$ cat src/rtl/uart_pkg.sv
// Shared UART definitions: 8N1 frame constants and the receiver state encoding.
package uart_pkg;

    localparam int unsigned DATA_BITS = 8;
    localparam int unsigned STOP_BITS = 1;
    localparam int unsigned BIT_IDX_W = 3;

    typedef enum logic [2:0] {
        RX_IDLE      = 3'd0,
        RX_START     = 3'd1,
        RX_DATA      = 3'd2,
        RX_STOP      = 3'd3,
        RX_WAIT_HIGH = 3'd4
    } rx_state_e;

endpackage

$ cat src/rtl/uart_rx_fifo.sv
// Circular receive buffer with first-word fall-through head; storage has no reset.
module uart_rx_fifo #(
    parameter int unsigned FIFO_ASIZE = 4,
    parameter int unsigned DW         = 8
) (
    input  logic          clk,
    input  logic          rst_n,
    input  logic          push,
    input  logic [DW-1:0] wdata,
    input  logic          pop,
    output logic [DW-1:0] rdata,
    output logic          full,
    output logic          empty
);

    localparam int unsigned DEPTH = 1 << FIFO_ASIZE;
    localparam int unsigned PTR_W = FIFO_ASIZE + 1;

    logic [PTR_W-1:0] wptr_q, wptr_d;
    logic [PTR_W-1:0] rptr_q, rptr_d;
    logic [DW-1:0]    mem [DEPTH];
    logic             do_push;
    logic             do_pop;

    // A full buffer still accepts a push when the head leaves in the same cycle.
    always_comb begin
        empty   = (wptr_q == rptr_q);
        full    = (wptr_q[PTR_W-1] != rptr_q[PTR_W-1]) &&
                  (wptr_q[PTR_W-2:0] == rptr_q[PTR_W-2:0]);
        do_pop  = pop && !empty;
        do_push = push && (!full || do_pop);
        wptr_d  = do_push ? wptr_q + PTR_W'(1) : wptr_q;
        rptr_d  = do_pop  ? rptr_q + PTR_W'(1) : rptr_q;
        rdata   = empty ? '0 : mem[rptr_q[PTR_W-2:0]];
    end

    always_ff @(posedge clk or negedge rst_n) begin
        if (!rst_n) begin
            wptr_q <= '0;
            rptr_q <= '0;
        end else begin
            wptr_q <= wptr_d;
            rptr_q <= rptr_d;
        end
    end

    always_ff @(posedge clk) begin
        if (do_push) begin
            mem[wptr_q[PTR_W-2:0]] <= wdata;
        end
    end

endmodule

$ cat src/rtl/uart_rx.sv
// 8N1 UART receiver: synchronizes the line, samples mid-bit and buffers bytes in a FIFO.
module uart_rx
    import uart_pkg::*;
#(
    parameter int unsigned UART_CLK_DIV = 868,
    parameter int unsigned FIFO_ASIZE   = 4
) (
    input  logic                 clk,
    input  logic                 rst_n,
    input  logic                 i_uart_rx,
    output logic                 rvalid,
    input  logic                 rready,
    output logic [DATA_BITS-1:0] rdata,
    output logic                 frame_err,
    output logic                 overflow
);

    localparam int unsigned CNT_W     = $clog2(UART_CLK_DIV);
    localparam int unsigned HALF_LAST = UART_CLK_DIV / 2 - 1;
    localparam int unsigned FULL_LAST = UART_CLK_DIV - 1;

    logic                 rx_meta_q, rx_meta_d;
    logic                 rx_s_q, rx_s_d;
    rx_state_e            state_q, state_d;
    logic [CNT_W-1:0]     cnt_q, cnt_d;
    logic [BIT_IDX_W-1:0] bit_idx_q, bit_idx_d;
    logic [DATA_BITS-1:0] shift_q, shift_d;
    logic                 push_q, push_d;
    logic                 frame_err_q, frame_err_d;
    logic                 overflow_q, overflow_d;

    logic                 fifo_full;
    logic                 fifo_empty;
    logic                 pop_c;

    // Frame FSM: start is validated at half a bit, data and stop at each bit centre.
    always_comb begin
        rx_meta_d   = i_uart_rx;
        rx_s_d      = rx_meta_q;
        state_d     = state_q;
        cnt_d       = cnt_q;
        bit_idx_d   = bit_idx_q;
        shift_d     = shift_q;
        push_d      = 1'b0;
        frame_err_d = 1'b0;

        case (state_q)
            RX_IDLE: begin
                cnt_d     = '0;
                bit_idx_d = '0;
                if (!rx_s_q) begin
                    state_d = RX_START;
                end
            end
            RX_START: begin
                if (cnt_q == CNT_W'(HALF_LAST)) begin
                    cnt_d   = '0;
                    state_d = rx_s_q ? RX_IDLE : RX_DATA;
                end else begin
                    cnt_d = cnt_q + CNT_W'(1);
                end
            end
            RX_DATA: begin
                if (cnt_q == CNT_W'(FULL_LAST)) begin
                    cnt_d     = '0;
                    shift_d   = {rx_s_q, shift_q[DATA_BITS-1:1]};
                    bit_idx_d = bit_idx_q + BIT_IDX_W'(1);
                    if (bit_idx_q == BIT_IDX_W'(DATA_BITS - 1)) begin
                        state_d = RX_STOP;
                    end
                end else begin
                    cnt_d = cnt_q + CNT_W'(1);
                end
            end
            RX_STOP: begin
                if (cnt_q == CNT_W'(FULL_LAST)) begin
                    cnt_d = '0;
                    if (rx_s_q) begin
                        push_d  = 1'b1;
                        state_d = RX_IDLE;
                    end else begin
                        frame_err_d = 1'b1;
                        state_d     = RX_WAIT_HIGH;
                    end
                end else begin
                    cnt_d = cnt_q + CNT_W'(1);
                end
            end
            RX_WAIT_HIGH: begin
                cnt_d = '0;
                if (rx_s_q) begin
                    state_d = RX_IDLE;
                end
            end
            default: begin
                state_d = RX_IDLE;
            end
        endcase
    end

    // A registered push that finds the buffer full and not draining is dropped.
    always_comb begin
        pop_c      = rready && !fifo_empty;
        overflow_d = push_q && fifo_full && !pop_c;
    end

    always_ff @(posedge clk or negedge rst_n) begin
        if (!rst_n) begin
            rx_meta_q   <= 1'b1;
            rx_s_q      <= 1'b1;
            state_q     <= RX_IDLE;
            cnt_q       <= '0;
            bit_idx_q   <= '0;
            shift_q     <= '0;
            push_q      <= 1'b0;
            frame_err_q <= 1'b0;
            overflow_q  <= 1'b0;
        end else begin
            rx_meta_q   <= rx_meta_d;
            rx_s_q      <= rx_s_d;
            state_q     <= state_d;
            cnt_q       <= cnt_d;
            bit_idx_q   <= bit_idx_d;
            shift_q     <= shift_d;
            push_q      <= push_d;
            frame_err_q <= frame_err_d;
            overflow_q  <= overflow_d;
        end
    end

    uart_rx_fifo #(
        .FIFO_ASIZE (FIFO_ASIZE),
        .DW         (DATA_BITS)
    ) u_fifo (
        .clk   (clk),
        .rst_n (rst_n),
        .push  (push_q),
        .wdata (shift_q),
        .pop   (pop_c),
        .rdata (rdata),
        .full  (fifo_full),
        .empty (fifo_empty)
    );

    assign rvalid    = !fifo_empty;
    assign frame_err = frame_err_q;
    assign overflow  = overflow_q;

endmodule

$ cat config.mk
export PLATFORM = sky130hd
export DESIGN_NAME = uart_rx
export DESIGN_NICKNAME = d
export VERILOG_FILES = /design/src/rtl/uart_pkg.sv /design/src/rtl/uart_rx_fifo.sv /design/src/rtl/uart_rx.sv
export SDC_FILE = /design/constraint.sdc
export NUM_CORES = 1
export LEC_CHECK = 0
export ABC_AREA = 0
export CAP_MARGIN = 20
export CELL_PAD_IN_SITES_DETAIL_PLACEMENT = 0
export CELL_PAD_IN_SITES_GLOBAL_PLACEMENT = 2
export CORE_ASPECT_RATIO = 0.5
export CORE_UTILIZATION = 43
export DETAILED_ROUTE_END_ITERATION = 12
export PLACE_DENSITY = 0.83
export SETUP_SLACK_MARGIN = 0.05
export SLEW_MARGIN = 30
export SYNTH_ARGS = -nofsm -noshare
export SYNTH_HDL_FRONTEND = slang
export SYNTH_HIERARCHICAL = 1
export SYNTH_SLANG_ARGS = --single-unit
$ cat constraint.sdc
create_clock -name clk -period 2.62 [get_ports clk]
set_input_delay 0.524 -clock clk [delete_from_list [all_inputs] [get_ports clk]]
set_output_delay 0.524 -clock clk [all_outputs]
set_load 0.02 [all_outputs]
---- Word-level counts from Yosys, hierarchy flattened ----
Memory sizes are Yosys's and may differ from the RTL's.
Cells that the tools add are included.
cells by class
  $add $sub $neg .......................... 4
  eq/ne operators ......................... 16
  multiplexer cells ....................... 23
  reduce and logical (&&, ||, !) cells .... 18
operator list
  operator                                               count
  one-hot mux 10 bit (3 select lines)                    1
  2-to-1 mux 3 bit                                       8
  2-to-1 mux 10 bit                                      2
  one-hot mux 3 bit (5 select lines)                     1
  != test 2 bit (second input constant)                  6
  adder 10 x 1 -> 10 bit (second input constant)         1
  adder 5 x 1 -> 5 bit (second input constant)           2
  equality test 10 bit (second input constant)           1
  equality test 10 x 9 -> 1 bit (second input constant)  1
  2-to-1 mux 1 bit                                       8
  2-to-1 mux 8 bit                                       1
  equality test 3 x 2 -> 1 bit (second input constant)   2
  equality test 3 bit (second input constant)            2
  logical AND 1 bit                                      6
  one-hot mux 3 bit (2 select lines)                     1
  AND reduction 6 bit                                    1
  equality test 5 bit                                    1
  equality test 4 bit                                    1
  AND reduction 2 bit                                    2
  OR reduction 2 bit                                     2
  adder 3 x 1 -> 3 bit (second input constant)           1
  equality test 3 x 1 -> 1 bit (second input constant)   1
  logical NOT 1 bit                                      3
  logical NOT 3 bit                                      1
  other kinds (5)                                        5
word-level totals
  register bits after elaboration ......... 39
  bits in writable memories ............... 128
  memories kept ........................... 1
memory list
  name        words  bits a word  read ports  clocked after Yosys merged registers in  wr ports  line                source
  u_fifo.mem  16     8            1           0                                        1         uart_rx_fifo.sv:21  logic [DW-1:0] mem [DEPTH];

---- Longest topological paths before layout ----
  depth after elaboration ................. 8
  depth in mapped cells ................... 10

---- Modules after synthesis ----
Netlist, hierarchy kept.
by module, submodules not included
  module        times used  cells each  area an instance (sq um)
  uart_rx_fifo  1           271         5596.6
  uart_rx       1           135         1496.4

---- Worst setup path before layout ----
OpenSTA, ideal clock, no wires.
  path type ............................... register to register
  start point ............................. register u_fifo.rptr_q[1]
  end point ............................... memory u_fifo.mem[11][0] (enable)
  arrival ................................. 2.285 ns
  required time ........................... 2.235 ns
  path slack .............................. -0.051 ns
  cell stages (with the launch flop) ...... 9
  path buffers ............................ 2
  cells stage by stage .................... dfrtp_1 > buf_2 > xnor2_2 > nand4_4 > nor2_1 > buf_4 > nor2b_1 > o311ai_4 > nor3b_1
on the way
  longest elaborated chain between the ends .. 8
  elaborated cells between the ends (all ways) .. 11
  classes of those cells .................. 2 x eq/ne; 2 x mux; 7 x reduce/logical
ends and longest elaborated chain
  element                                 line                source
  start, declared                         uart_rx_fifo.sv:20  logic [PTR_W-1:0] rptr_q, rptr_d;
  start signal, assigned                  uart_rx_fifo.sv:43  rptr_q <= rptr_d;
  equality test 5 bit                     uart_rx_fifo.sv:27  empty = (wptr_q == rptr_q);
  via fifo_empty                          uart_rx.sv:33       logic fifo_empty;
  logical NOT 1 bit                       uart_rx.sv:103      pop_c = rready && !fifo_empty;
  logical AND 1 bit                       uart_rx.sv:103
  via pop_c                               uart_rx.sv:34       logic pop_c;
  logical AND 1 bit                       uart_rx_fifo.sv:30  do_pop = pop && !empty;
  logical OR 1 bit                        uart_rx_fifo.sv:31  do_push = push && (!full || do_pop);
  logical AND 1 bit                       uart_rx_fifo.sv:31
  2-to-1 mux 1 bit                        uart_rx_fifo.sv:48  if (do_push) begin
  2-to-1 mux 1 bit (implied by the code)  uart_rx_fifo.sv:49  mem[wptr_q[PTR_W-2:0]] <= wdata;
  end, declared                           uart_rx_fifo.sv:21
The timed path passes the listed nets, and every way through them passes these cells.

---- Worst setup path after layout ----
  start point ............................. register u_fifo.rptr_q[0]
  end point ............................... output port rdata[3]
on the way
  longest elaborated chain between the ends .. 2
  elaborated cells between the ends (all ways) .. 3
  classes of those cells .................. 1 x eq/ne; 1 x mux; 1 x memory
ends and longest elaborated chain
  element                                                     line                source
  memory (16 x 8 bit) or equality test 5 bit (tied branches)  -
  2-to-1 mux 8 bit *                                          uart_rx_fifo.sv:34  rdata = empty ? '0 : mem[rptr_q[PTR_W-2:0]];
  end, declared                                               uart_rx.sv:13       output logic [DATA_BITS-1:0] rdata,
Every way passes the cells marked *; elsewhere a longest branch is shown, timed or not.

==> results by group <==
Worst setup path
  – Critical Path, Cell by Cell: buf_6 > buf_6 > mux4_2 > a22oi_2 > a21oi_2 > buf_4
  – CP required: about 2.1 ns
  – Kind of critical path: reg2out
  – CP Launch Type: register
  – Worst Path Arrival: ~2.1 ns
  – Crit. End Element: output port
  – Critical path's most frequent cell: buf_6
  – CP max FO: 4
  – Max incr delay on CP: roughly 0.51 ns
  – Slowest-stage cell, CP: mux4_2
  – R2r startpoint: u_fifo/rptr_q[0]
  – Critical Path Start: u_fifo/rptr_q[0]

Synthesis
  – Top_reg_cell synth: edfxtp_1
  – Syn Area/Cell: 17.5 um2
  – Seq cells post-synth: ~170
  – Post-synth EDFFs: approximately 130
  – Library cells used by synthesis: between 50 and 60
  – Cell Area, Synth: a little over 0.007 mm2
  – Syn_nets: 419
  – Yosys warnings: 6
  – Cells after Synth: just over 400
  – Ys async rst share: a little under a quarter
  – Sequential cell area fraction in the yosys report: between 60% and 70%

Power and ir drop
  – Pleak: 3.33 nW
  – Max VDD drop: 403 uV
  – PwrDens: roughly 800 mW/mm2

Drt
  – Vias per cell: 5.45
  – M1 WL: 6570 um
  – Metal3 WL: just over 500 um
  – Vias: 3727
  – Drt first pass iters: 6
  – Routed wl met2: ~6400 um
  – Initial DRC count: about 260
  – DRC viols: 0
  – Drt wl/cell: about 20 um
  – Final WL: 13600 um
  – Post-route ant nets: 0
  – Top Layer Used: met4

CTS
  – CTS Buffer Depth: 2
  – Hold-fix buffer count after cts: 0
  – Root buf cell: clkbuf_16
  – Sink Count: 167
  – Htree depth: 4
  – CTS Buf Count: 17
  – Worst-skew pair later-pin latency: between 0.4 and 0.5 ns
  – Clock-pin slew on the worst setup and hold paths: around 0.07 ns
  – CTS tree: done

Die
  – Initial Utilization: roughly 45%
  – CORE AREA: around 0.016 mm2
  – Chip height: 92.8 um
  – Die W: 184 um
  – Die area: about 0.017 mm2
  – Ports: 15
  – Number of placement rows: 32

STA
  – Final hold vios: 0
  – Setup TNS: 0 ns
  – Slew Limit Fails: 0
  – Final Cycle Share: between 90% and 100%
  – Setup violations, final: 0
  – Fin crit period: 2.62 ns
  – Fmax: roughly 380 MHz
  – Clock skew: around 0.028 ns
  – Relative slew slack: a little under half
  – Post-route setup slack: 0.00173 ns
  – Worst Tran Pin Value: around 0.8 ns
  – Final hold slack: 0.129 ns
  – RSZ-0062 raised after global routing: true

Finish
  – Fill cells: roughly 1200
  – Commonest cells after routing, fill and taps aside: 128 x edfxtp_1, 36 x dfrtp_1, 32 x mux4_2, 26 x buf_4, 17 x clkbuf_16
  – Final std cells w/o fill: 684
  – Layout cells sized above 1: a little under two fifths
  – Layout area overhead: 19.8%
  – Antenna cells: 0
  – Multi-input logic area: around 0.0023 mm2
  – Flip-flop and latch area: slightly below 0.005 mm2
  – Most common cell after layout, fill and taps aside: edfxtp_1
  – Final #Nets: roughly 460

Hold path
  – Hold Crit Class: in2async

Placement
  – Placed insts: around 640
  – PortBufs: 14
  – Place WS: around 0.0042 ns
  – DP HPWL: ~8600 um
  – Final GP Congestion: 0.775

Run status
  – Status: completed

Global route
  – Largest net degree at the start of global routing: 28
  – Gr usage total: between 10% and 20%
  – Initial antenna violation count: 0
  – Grt total ovfl: 0
  – Vias in the first global route: about 3700
  – First-pass GRT wire length: between 20000 and 25000 um

Run
  – Max Cap Viol: 0
==> stage by stage <==
step / total power, W / cell area [um2] / util (%)
detailed placement: 0.00402 / 7580 / 48.0
global placement: 0.00401 / 7580 / 48.0
floorplan: 0.00369 / 7100 / -
finish: 0.00681 / 8500 / 53.9
global route: 0.00707 / 8500 / 53.9
CTS: 0.00687 / 8480 / 53.8
==> sequential cells by signal (all words and copies together), names as in the netlist, 3 cells and up <==
signal and cells:
u_fifo/wptr_q 5, state_q 3, cnt_q 10, shift_q 8, u_fifo/rptr_q 5, bit_idx_q 3, u_fifo/mem 128
==> final timing paths <==
path                                     to  slack, ns  cells past startpoint
hold / removal                     cnt_q[3]       0.13                      1
setup reg to reg           u_fifo/mem[9][7]       0.19                     11
hold reg to reg                      rx_s_q       0.36                      0
min in group clk                     rx_s_q       0.36                      0
max in group asynchronous        shift_q[2]       1.83                      2
setup / recovery                   rdata[3]      0.002                      6
==> metal layers <==
| metal | vias to the layer above | GRT usage, % |
|---|---|---|
| li1 | 1701 | - |
| met1 | 1928 | 25.0 |
| met2 | 84 | 26.8 |
| met3 | 14 | 4.44 |
| met4 | 0 | 5.90 |
| met5 | - | 0 |
==> power breakdown <==
part / leakage, nW / internal, W / total (W) / switching, W
registers: 1.99 / 0.00286 / 0.00293 / 0.0000661
logic: 1.05 / 0.000689 / 0.00133 / 0.000645
clock network: 0.291 / 0.00137 / 0.00254 / 0.00117
total: 3.33 / 0.00492 / 0.00681 / 0.00188
==> area by class of cell <==
cell class,instances,area share (%)
sequential,167,56.7
multi-input combinational,210,26.7
timing repair buffer,48,5.89
clock buffer,17,5.01
tap,221,3.25
clock inverter,15,2.12
inverter,6,0.265
==> critical path: cells and delay by family (launching register included) <==
kind                   cells  cell delay, ns
AOI/OAI and AO/OA          2            0.32
buffers and inverters      3            0.44
muxes                      1            0.51
DFF                        1            0.40
==> logic make-up (layout without fill, tap and decap cells) <==
| kind of cell | Yosys count | in the layout | synth area share, % |
|---|---|---|---|
| flip-flops | 167 | 167 | 68.0 |
| XOR/XNOR | 21 | 21 | 3.12 |
| multiplexers | 43 | 43 | 11.9 |
| buffers and inverters | 29 | 86 | 2.58 |
| AO/OA/AOI/OAI | 44 | 44 | 4.67 |
| AND/OR/NAND/NOR | 93 | 93 | 8.17 |
| adder cells (fa/ha/maj) | 9 | 9 | 1.59 |
==> Yosys cell counts (3+ instances only) <==
library cell	count	area share (%)
buf_2	5	0.35
a31oi_1	3	0.26
nand4_1	5	0.44
xnor2_2	5	1.1
a21oi_1	10	0.71
nor3_1	8	0.56
xor2_1	8	0.99
o21ai_0	3	0.21
nor2b_1	9	0.79
nor2_1	18	0.95
dfrtp_1	37	13
and3_1	14	1.2
mux4_2	32	10
xnor2_1	8	0.99
nand3_1	7	0.49
a22oi_1	16	1.7
edfxtp_1	128	54
inv_1	6	0.32
clkbuf_1	6	0.32
ha_1	9	1.6
buf_6	8	1.3
mux2_2	9	1.4
nand2_1	10	0.53
==> repair_timing <==
action,CTS,global route
cloned,1,0
resized for setup,98,5
endpoints found under the setup margin,9,104
pin swaps,7,3
buffers inserted,10,0
Power figures use the tool's default switching activity.
